===== src/rtl/shift_register_n.sv =====
// Parametrised universal register: hold, load, shift, rotate and count, plus a
// burst engine that runs N shift/rotate steps with a busy/done handshake.
module shift_register_n #(
    parameter int              WIDTH     = 8,
    parameter int              CNT_W     = 4,
    parameter logic [WIDTH-1:0] RESET_VAL = '0
) (
    input  logic             clk,
    input  logic             rest,
    input  logic             en,
    input  logic [2:0]       mode,
    input  logic [WIDTH-1:0] d,
    input  logic             sin_l,
    input  logic             sin_r,
    input  logic             start,
    input  logic [CNT_W-1:0] nshift,
    output logic [WIDTH-1:0] q,
    output logic             sout_l,
    output logic             sout_r,
    output logic             busy,
    output logic             done
);

    typedef enum logic {IDLE = 1'b0, BUSY = 1'b1} state_t;

    state_t           state;
    logic [CNT_W-1:0] remaining;
    logic [2:0]       burst_mode;
    logic             is_burst_op;

    // Only shift/rotate encodings (010..101) may start a burst.
    assign is_burst_op = (mode >= 3'b010) && (mode <= 3'b101);

    assign sout_l = q[WIDTH-1];
    assign sout_r = q[0];

    function automatic logic [WIDTH-1:0] next_q(
        input logic [2:0]       op,
        input logic [WIDTH-1:0] cur,
        input logic [WIDTH-1:0] din,
        input logic             sl,
        input logic             sr
    );
        case (op)
            3'b000:  next_q = cur;
            3'b001:  next_q = din;
            3'b010:  next_q = {cur[WIDTH-2:0], sr};
            3'b011:  next_q = {sl, cur[WIDTH-1:1]};
            3'b100:  next_q = {cur[WIDTH-2:0], cur[WIDTH-1]};
            3'b101:  next_q = {cur[0], cur[WIDTH-1:1]};
            3'b110:  next_q = cur + WIDTH'(1);
            default: next_q = cur - WIDTH'(1);
        endcase
    endfunction

    always_ff @(posedge clk or negedge rest) begin
        if (!rest) begin
            q          <= RESET_VAL;
            busy       <= 1'b0;
            done       <= 1'b0;
            state      <= IDLE;
            remaining  <= '0;
            burst_mode <= 3'b000;
        end else begin
            done <= 1'b0;
            case (state)
                IDLE: begin
                    if (en) begin
                        if (start && is_burst_op) begin
                            state      <= BUSY;
                            busy       <= 1'b1;
                            remaining  <= nshift;
                            burst_mode <= mode;
                        end else begin
                            q <= next_q(mode, q, d, sin_l, sin_r);
                        end
                    end
                end
                BUSY: begin
                    if (en) begin
                        if (remaining != '0) begin
                            q         <= next_q(burst_mode, q, d, sin_l, sin_r);
                            remaining <= remaining - CNT_W'(1);
                        end
                        // Final step (or an empty burst) retires this cycle.
                        if (remaining <= CNT_W'(1)) begin
                            state <= IDLE;
                            busy  <= 1'b0;
                            done  <= 1'b1;
                        end
                    end
                end
                default: state <= IDLE;
            endcase
        end
    end

endmodule


===== config.mk =====
export PLATFORM = sky130hd
export DESIGN_NAME = shift_register_n
export DESIGN_NICKNAME = d
export VERILOG_FILES = /design/src/rtl/shift_register_n.sv
export SDC_FILE = /design/constraint.sdc
export NUM_CORES = 1
export LEC_CHECK = 0
export ABC_CLOCK_PERIOD_IN_PS = 4500
export BUFFER_PORTS_ARGS = -buffer_cell sky130_fd_sc_hd__buf_2
export CELL_PAD_IN_SITES_DETAIL_PLACEMENT = 0
export CELL_PAD_IN_SITES_GLOBAL_PLACEMENT = 1
export CORE_MARGIN = 4
export CORE_UTILIZATION = 45
export DETAILED_ROUTE_END_ITERATION = 10
export PLACE_DENSITY_LB_ADDON = 0.1
export SLEW_MARGIN = 20
export SYNTH_ARGS = -nofsm -noshare
export SYNTH_HDL_FRONTEND = slang
export SYNTH_SLANG_ARGS = --single-unit
export TNS_END_PERCENT = 100

===== constraint.sdc =====
create_clock -name clk -period 4.5 [get_ports clk]
set_input_delay 0.45 -clock clk [delete_from_list [all_inputs] [get_ports clk]]
set_output_delay 0.45 -clock clk [all_outputs]
set_load 0.05 [all_outputs]

# [Word level (Yosys, flattened, before mapping)]
# Index checks and enable logic that the tools add are counted.
[word_totals] elab_cells=67 ff_bits=18 output_inout_bits=12 input_bits=21
[classes] n_lt_le_gt_ge=3 muxes=25 bitwise_logic=1 eq_ne=20 reduce_logical=9 addsub=3
[ops] cell="$pmux 8 s7" count=2
[ops] cell="$mux 8" count=4
[ops] cell="$eq 3x3->1 const B" count=6
[ops] cell="$mux 4" count=4
[ops] cell="$pmux 8 s2" count=1
[ops] cell="$eq 3x2->1 const B" count=4
[ops] cell="$ne 2x2->1 const B" count=6
[ops] cell="$mux 1" count=11
[ops] cell="$add 8x1->8 const B" count=1
[ops] cell="$pmux 4 s2" count=1
[ops] cell="$reduce_and 4->1" count=2
[ops] cell="$sub 8x1->8 const B" count=1
[ops] cell="$eq 3x1->1 const B" count=2
[ops] cell="$logic_not 3->1" count=2
[ops] cell="$reduce_and 6->1" count=1
[ops] cell="$le 4x1->1 const B" count=1
[ops] cell="$ne 2x1->1 const B" count=2
[ops] cell="$pmux 1 s2" count=2
[ops] cell="$reduce_bool 4->1" count=1
[ops] cell="$sub 4x1->4 const B" count=1
[ops] cell="$ge 3x2->1 const B" count=1
[ops] cell="$le 3x3->1 const B" count=1
[ops] cell="$reduce_and 3->1" count=1
[ops] cell="$logic_and 1x1->1" count=2
[ops] cell="$not 1->1" count=1

# [Depth between registers and ports, before layout]
# Gate-level depths: netlist (run 1).
[logic_depth] ltp_word=6 depth_mapped=8 depth_no_buf=7

# [Worst setup path before layout (run 1)]
# No wires, ideal clock.
[synth_path] path_kind="register -> register" from="register q[0]" to="register q[6]" setup_ps=87 arrival_time_ps=2267 required_ps=4413 n_path_buf=1 path_stages_with_launch=9 slack_ps=2146 path_cell_list="dfrtp_1 -> clkbuf_1 -> inv_1 -> ha_1 -> or3b_1 -> or4_1 -> nand3_1 -> nand3_1 -> o211ai_1"
[synth_via] elab_chain_cells=5
[synth_rtl] element="start: declaration" line="17" source="output logic [WIDTH-1:0] q,"
[synth_rtl] element="start signal: assignment" line="75" source="q <= next_q(mode, q, d, sin_l, sin_r);"
[synth_rtl] element="start signal: assignment" line="82" source="q <= next_q(burst_mode, q, d, sin_l, sin_r);"
[synth_rtl] element="$sub 8x1->8 / $add 8x1->8 (equally long branches)" line="52, 51"
[synth_rtl] element="$pmux 8 s7" line="44" source="case (op)"
[synth_rtl] element="$mux 8 (on tied branches)" line="81, 69"
[synth_rtl] element="$mux 8 (on tied branches)" line="80, 68"
[synth_rtl] element="$pmux 8 s2 *" line="66" source="case (state)"
# Mark *: on every way between the ends. The rest lies on a longest branch, timed or not. The select of a mux whose other input is x is not followed.
# A chain may end at the register's enable or synchronous reset.

# [Final worst setup path (run 1)]
[layout_path] from="register burst_mode[0]" to="register q[0]"
[layout_via] elab_chain_cells=5
[layout_rtl] element="start: declaration" line="28" source="logic [2:0] burst_mode;"
[layout_rtl] element="start signal: assignment" line="73" source="burst_mode <= mode;"
[layout_rtl] element="$eq 3x3->1, or another cell as far along" line="44"
[layout_rtl] element="$pmux 8 s7" line="44"
[layout_rtl] element="$mux 8" line="81" source="if (remaining != '0) begin"
[layout_rtl] element="$mux 8" line="80" source="if (en) begin"
[layout_rtl] element="$pmux 8 s2" line="66"
# Several ways; a longest one is shown, not always the timed one. The select of a mux whose other input is x is not followed.

==> reports/qor.yml, run 1 <==
wirelength_um: 6310
clkPwrFrac: 0.082
cts_tree: "done"
yosysMostFrequentCell: "o21ai_0"
setup_viol: 0
synthArstFlopShare: 1.00
r2r-end: "q[0]"
drt_first_iter_violations: 163
stdcell_area_mm2: 0.00221
dieArea_mm2: 0.00574
clock_path_buffers: 2
crit_required_ps: 4680
p_sw_frac: 0.581
hold_viol: 0
status: "finished clean"
io_buffers: 32
dpl.hpwl_um: 4610
r2r_start: "burst_mode[0]"
place_ws_ps: 1930
vias: 2165
leakage_nw: 0.883
io_pins: 33
hold_path.class: "in -> async"
antenna_found_initial: 0
grt_pass1_wl_um: 10300
combPwrFrac: 0.613
ctsResizeCount: 0
worstSetupPathType: "reg -> reg"
worst_slack_ps: 1840
gp_congestion: 0.861
p_int_uw: 700
grt_pass1_vias: 2011
start_util: 0.471
fin_crit_sh: 0.591
synth_area_per_cell_um2: 7.48
reg2reg_depth: 5
rrSetupSlack_ps: 1840
crit_fanout: 24
nNetsFinal: 311
syn_area_mm2: 0.00207
drive_gt1_frac: 0.168
ctsHtreeMaxLevel: 1
die-height_um: 75.8
clkTransAtPathRegs_ps: 70
fin_worst_skew_ps: 2.14
synth.area.top_cells: "dfrtp_1, o21ai_0, o221ai_1"
fp.coreArea_mm2: 0.00438
ir_worst_vdd_mv: 0.399
placed_cell_area_mm2: 0.00215
cts_buffers: 3
maxCapViolations: 0
yosysTopAreaCellShare: 0.218
seqPwrFrac: 0.305
grt_use_total: 0.232
slew_violations: 0
ys_seq_area_frac: 0.218
ctsHoldBuffers: 0
grt_max_degree: 27
post-route-util: 0.503
max_freq_mhz: 376
final.fill_count: 463
via_per_inst: 6.42
syn_to_final_growth_pct: 6.84
chipWidth_um: 75.8
clock_latency_ps: 260
p_per_area_mw_per_mm2: 757
wl_per_cell_um: 18.7
cts_setup_buffers: 0
ant_nets: 0
synth_fp_nets: 301
critPathCaptureType: "register"
synth_edf_count: 0
slew_headroom: 0.280
drc: 0
yosysWarnings: 0
diodes: 0
synth_flop_cell: "dfrtp_1"
p_switching_uw: 970
setup_tns_ps: 0
ys_top_cells_by_count: "o21ai_0, nand2_1, a21oi_1, dfrtp_1"
drt_first_pass_iters: 5
synth_cells: 276
fin_crit_ps: 2660
cts_root_buf: "clkbuf_8"
rows: 24
grt.overflow.total: 0
ys_ff_latch: 18
critical_path_arrival_ps: 2840
startpoint_type: "register"
ys_types: 58
yosys.area.top_type: "dfrtp_1"
rsz0062_at_grt: "no"
worstMarginPinSlew_ps: 1080
numClockSinks: 18
## logic make-up after synthesis
group | Yosys count | synth area share
AOI/OAI and AO/OA | 102 | 0.331
xor gates and xnor gates | 6 | 0.0254
adders and majority gates | 5 | 0.0291
buffers and inverters | 38 | 0.0872
DFF | 18 | 0.218
muxes | 11 | 0.0557
and+or+nand+nor | 96 | 0.253
## how the worst max path moves through the flow
stage             startpoint  slack, ps   end
4_1_cts        burst_mode[0]       1910  q[0]
2_1_floorplan           q[0]       2150  q[6]
3_3_place_gp   burst_mode[0]       2060  q[0]
3_5_place_dp           state       1930  q[0]
5_1_grt        burst_mode[0]       1680  q[0]
6_report       burst_mode[0]       1840  q[0]
## per-layer routing
| metal | vias to the layer above | routed length, µm | GRT usage |
|---|---|---|---|
| met1 | 1007 | 2810 | 0.333 |
| li1 | 1071 | - | - |
| met3 | 9 | 399 | 0.0383 |
| met4 | 0 | 59 | 0.0544 |
| met2 | 78 | 3040 | 0.362 |
| met5 | - | 0 | 0 |
## through the flow
stage | total power, mW | instances | hold slack [ps]
after CTS | 1.66 | 337 | 124
after detailed placement | 1.52 | 333 | 406
after floorplan | 1.30 | 276 | 154
after global placement | 1.53 | 333 | 409
final | 1.67 | 337 | 114
after global routing | 1.81 | 337 | 134
## critical path, cell delays in order (launching register included)
cell and delay [ps]:
dfrtp_1 770, or3_1 280, o221ai_1 200, a21oi_1 880, o311ai_0 310, o21ai_0 140
## placed cells by master (no fill, tap or decap), drive strengths merged, types with 7 or more instances in the layout
master  count
o21ai      28
nand3      16
o211ai     10
nor2b       7
mux2i       7
o221ai     12
or3         8
buf        32
a21oi      18
inv        11
nor2       16
nand2      19
dfrtp      18
## layout make-up
type / count / area [µm²] / area share
well taps: 52 / 65.1 / 0.0295
flip-flops and latches: 18 / 450 / 0.204
repair buffers: 32 / 160 / 0.0726
multi-input cells: 220 / 1440 / 0.650
clock buffers: 4 / 55.1 / 0.0249
inverters: 11 / 41.3 / 0.0187
## registers in the layout, summed over array words and instances (netlist names)
register	count
burst_mode	3
busy	1
done	1
q	8
remaining	4
state	1
## power by group through the flow
stage / registers [mW] / clock network [mW] / logic [mW]
after floorplan: 0.454 / 0 / 0.847
after global placement: 0.507 / 0 / 1.02
after detailed placement: 0.507 / 0 / 1.01
after CTS: 0.503 / 0.140 / 1.02
after global routing: 0.534 / 0.148 / 1.12
final: 0.510 / 0.136 / 1.02
No activity file was read; power rests on OpenSTA's default activity.
==> run 2, diff against run 1 <==
Settings changed: ABC_CLOCK_PERIOD_IN_PS 4500 to 2650, CORE_UTILIZATION 45 to 42.
Clock period 4.5 ns to 2.65 ns, I/O delays scaled along.
==> run 2 against run 1 <==
Compared with the run above:
- fmax rose by 20%
- clock skew rose by 1.1 ps
- clock power rose by 71%
- largest power group unchanged
==> reports/qor.yml, run 2 (synthesis gave the netlist of run 1 again) <==
p_per_area_mw_per_mm2: 1270  # +68%
dpl.hpwl_um: 4690  # +1.8%
largest_reg_flops: 8  # unchanged
grt_max_degree: 24  # -11%
grt_pass1_vias: 2085  # +3.7%
drt_first_pass_iters: 6  # +1
final.fill_count: 473  # +2.2%
nNetsFinal: 321  # +3.2%
mostFrequentLayoutCell: "buf_2"
clkTransAtPathRegs_ps: 70  # about the same
cts_tree: "done"
fp.coreArea_mm2: 0.00475  # +8.4%
chipWidth_um: 78.1  # +3.1%
r2r_start: "q[1]"
clock_latency_ps: 260  # about the same
hold_path.class: "in -> reg"
worstMarginPinSlew_ps: 615  # -466 ps
multi_input_area_mm2: 0.00144  # unchanged
mostFrequentLayoutCells: "buf_2, o21ai_0, nand2_1"
status: "finished clean"
ctsHoldBuffers: 1  # +1
ant_nets: 0  # unchanged
slew_headroom: 0.590  # +0.310
diodes: 0  # unchanged
top_usage_layer: "met2"
startpoint_type: "register"
fin_worst_skew_ps: 3.21  # +1.08 ps
grt.overflow.total: 0  # unchanged
cts_setup_buffers: 0  # unchanged
drive_gt1_frac: 0.193  # +0.0248
drt_first_iter_violations: 304  # +87%
cts_buffers: 3  # unchanged
post_layout_nonfiller_instances: 362  # +7.4%
worstSetupPathType: "reg -> reg"
grt_use_total: 0.223  # -0.00902
worst_slack_ps: 425  # -1410 ps
largest_registers: "q (8), remaining (4), burst_mode (3)"
die-height_um: 78.1  # +3.1%
met3_usage: 0.0401  # +0.00188
post-route-util: 0.484  # -0.0190
io_pins: 33  # unchanged
crit_fanout: 11  # -54%
met2_usage: 0.354  # -0.00772
start_util: 0.434  # -0.0367
slew_violations: 0  # unchanged
io_buffers: 32  # unchanged
critPathLaunch: "q[1]"
rsz0062_at_grt: "no"
drc: 0  # unchanged
wirelength_um: 6470  # +2.6%
hold_viol: 0  # unchanged
maxCapViolations: 0  # unchanged
antenna_found_initial: 0  # unchanged
regArea_um2: 450  # unchanged
wl_per_cell_um: 17.9  # -4.5%
grtUsageMet1: 0.318  # -0.0156
via_per_inst: 6.23  # -3.0%
vias: 2256  # +4.2%
holdCritStartpoint: "nshift[1]"
ctsResizeCount: 0  # unchanged
fin_crit_sh: 0.840  # +0.248
rows: 25  # +4.2%
cts_root_buf: "clkbuf_8"
ir_worst_vdd_mv: 0.992  # +150%
critPathCaptureType: "register"
fin_crit_ps: 2220  # -436 ps
setup_viol: 0  # unchanged
setup_tns_ps: 0  # unchanged
syn_to_final_growth_pct: 11.5
max_freq_mhz: 449  # +20%
critical_path_arrival_ps: 2400  # -440 ps
largest_register: "q"
dieArea_mm2: 0.00610  # +6.4%
gp_congestion: 0.939  # +9.0%
leakage_nw: 0.931  # +5.4%
place_ws_ps: 475  # -1460 ps
numClockSinks: 18  # unchanged
place_inst: 357  # +7.2%
crit_required_ps: 2830  # -1850 ps
clock_path_buffers: 2  # unchanged
grt_pass1_wl_um: 10900  # +6.4%
ctsHtreeMaxLevel: 1  # unchanged
## run 2: cell count changes in the layout (fill, tap and decap cells not counted)
cell	before	now
dlygate4sd3_1	0	1
buf_4	0	9
## run 2: power by group
part           internal, mW  switching (mW)
combinational         0.720            1.28
sequential            0.407           0.283
clock                 0.132          0.0997
total                  1.26            1.66
## run 2: per-layer routing
| layer | vias up | part of all wire |
|---|---|---|
| li1 | 1088 | - |
| met1 | 1057 | 0.45 |
| met2 | 105 | 0.46 |
| met3 | 6 | 0.082 |
| met4 | 0 | 0.0074 |
| met5 | - | 0 |
## run 2: final timing paths
check                               end  slack, ps  cells after the start
hold / removal             remaining[1]        310                      3
setup reg to reg                   q[6]        430                      7
min in group asynchronous          q[7]        490                      2
hold reg to reg                    busy        540                      2
setup / recovery                   q[6]        430                      7
max in group asynchronous  remaining[3]       1840                      2
## run 2: critical path, stage by stage (launching register included)
cell	delay, ps
dfrtp_1	510
inv_1	170
ha_1	270
or3b_1	420
or4_1	440
nand3_1	100
nand3_1	80
o211ai_1	150
## run 2: through the flow
step	power [mW]	hold slack (ps)	cell area (µm²)
4_1_cts	2.91	300	2300
3_3_place_gp	2.68	240	2240
2_1_floorplan	2.21	-30.6	2070
5_1_grt	3.19	301	2300
3_5_place_dp	2.67	244	2240
6_report	2.92	305	2300
## run 2: layout make-up
class | count | area share
clock buffer | 4 | 0.0239
multi-input combinational | 220 | 0.623
timing repair buffer | 42 | 0.103
tap | 67 | 0.0364
inverter | 11 | 0.0179
sequential | 18 | 0.196
==> run 3, diff against run 2 <==
Settings changed: ABC_CLOCK_PERIOD_IN_PS 2650 to 2130.
Clock period 2.65 ns to 2.13 ns, I/O delays scaled along.
==> run 3 against run 2 <==
Compared with the run above:
- critical path depth unchanged
- combinational power up 34%
- register-to-register slack worse by 300 ps
- clock power up 25%
- sequential power up 20%
- sequential share of layout area down 0.52 points
- non-clock buffer count up 7
- total power up 30%
- clock-buffer cell count unchanged
- clock skew down 0.87 ps
- first-iteration DRC count down 32%
- critical endpoint unchanged
- largest power group unchanged
==> reports/qor.yml, run 3 (synthesis gave the netlist of run 1 again) <==
die-height_um: 78.1  # unchanged
crit_fanout: 11  # unchanged
drt_first_iter_violations: 207  # -32%
mostFrequentLayoutCells: "buf_2, o21ai_0, nand2_1"
clkTransAtPathRegs_ps: 70  # about the same
wl_per_cell_um: 18.2  # +1.9%
crit_end: "q[6]"
vias: 2266  # +0.44%
hold_viol: 0  # unchanged
ctsResizeCount: 0  # unchanged
ir_worst_vdd_mv: 0.868  # -12%
rsz0062_at_grt: "no"
grt_use_total: 0.227  # +0.00354
io_pins: 33  # unchanged
ant_nets: 0  # unchanged
largest_register: "q"
antenna_found_initial: 0  # unchanged
r2r-end: "q[6]"
start_util: 0.434  # unchanged
gp_congestion: 0.896  # -4.6%
setup_viol: 0  # unchanged
nNetsFinal: 328  # +2.2%
diodes: 0  # unchanged
fin_crit_ps: 2000  # -225 ps
whs_ps: 246  # -58.8 ps
max_freq_mhz: 500  # +11%
final.fill_count: 508  # +7.4%
wirelength_um: 6720  # +3.8%
cts_buffers: 3  # unchanged
fin_total_pwr_mw: 3.80  # +30%
syn_to_final_growth_pct: 15.2
largest_registers: "q (8), remaining (4), burst_mode (3)"
r2r_start: "q[1]"
p_per_area_mw_per_mm2: 1600  # +26%
setup_tns_ps: 0  # unchanged
rows: 25  # unchanged
worstMarginPinSlew_ps: 468  # -147 ps
critical_path_arrival_ps: 2180  # -220 ps
clock_path_buffers: 2  # unchanged
clock_latency_ps: 260  # about the same
crit_required_ps: 2310  # -520 ps
ctsHtreeMaxLevel: 1  # unchanged
cts_root_buf: "clkbuf_8"
grt.overflow.total: 0  # unchanged
cts_setup_buffers: 0  # unchanged
place_inst: 364  # +2.0%
fin_worst_skew_ps: 2.35  # -0.866 ps
mostFrequentLayoutCell: "buf_2"
slew_violations: 0  # unchanged
slew_headroom: 0.688  # +0.0980
drive_gt1_frac: 0.235  # +0.0419
grt_max_degree: 24  # unchanged
fp.coreArea_mm2: 0.00475  # unchanged
io_buffers: 32  # unchanged
status: "finished clean"
ctsHoldBuffers: 1  # unchanged
startpoint_type: "register"
critPathLaunch: "q[1]"
holdCritStartpoint: "nshift[2]"
dpl.hpwl_um: 5050  # +7.6%
numClockSinks: 18  # unchanged
rrSetupSlack_ps: 130  # -300 ps
hold_path.class: "in -> reg"
post-route-util: 0.501  # +0.0161
fin_crit_sh: 0.939  # +0.0993
grt_pass1_vias: 2100  # +0.72%
critPathCaptureType: "register"
grt_pass1_wl_um: 11000  # +0.95%
leakage_nw: 0.964  # +3.5%
largest_reg_flops: 8  # unchanged
via_per_inst: 6.14  # -1.5%
chipWidth_um: 78.1  # unchanged
maxCapViolations: 0  # unchanged
drt_first_pass_iters: 4  # -2
worstSetupPathType: "reg -> reg"
drc: 0  # unchanged
post_layout_nonfiller_instances: 369  # +1.9%
cts_tree: "done"
dieArea_mm2: 0.00610  # unchanged
reg2reg_depth: 7  # unchanged
run 3: changes by cell type in the layout (fill, tap and decap cells not counted), sizes merged:
cell and delta:
buf +7
run 3: layout make-up:
cell class,instances,area (µm²),share of cell area
clock buffer,4,55.1,0.0231
inverter,11,43.8,0.0184
multi-input combinational,220,1450,0.611
sequential,18,453,0.190
tap,67,83.8,0.0352
timing repair buffer,49,290,0.122
run 3: worst max-delay path: stages, from the launching register on:
cell,delay [ps]
dfrtp_2,490
inv_2,130
ha_4,160
or3b_4,390
or4_4,420
nand3_1,90
nand3_1,80
o211ai_1,150
run 3: metal layers:
metal  track usage  share of wire  vias to the layer above  wire, µm
met5             0              0                        -         0
met4        0.0612          0.012                        0        81
met2         0.357           0.47                       65      3130
li1              -              -                     1100         -
met3        0.0333          0.050                        8       337
met1         0.323           0.47                     1093      3170
run 3: through the flow:
| stage | setup WS, ps | cell area [µm²] |
|---|---|---|
| detailed placement | 147 | 2310 |
| finish | 130 | 2380 |
| global route | 71.8 | 2380 |
| global placement | 189 | 2310 |
| floorplan | 12.9 | 2100 |
| CTS | 125 | 2380 |
run 3: worst min-delay path by stage:
stage,end,cells past startpoint,slack (ps)
after floorplan,burst_mode[0],0,-80
after global placement,q[7],1,180
after detailed placement,q[7],1,180
after CTS,remaining[2],3,240
after global routing,remaining[2],3,280
final,remaining[2],3,250
run 3: report_power, final:
part / switching [mW] / internal [mW] / total (mW)
Combinational: 1.67 / 1.01 / 2.68
Sequential: 0.318 / 0.512 / 0.829
Clock: 0.124 / 0.165 / 0.289
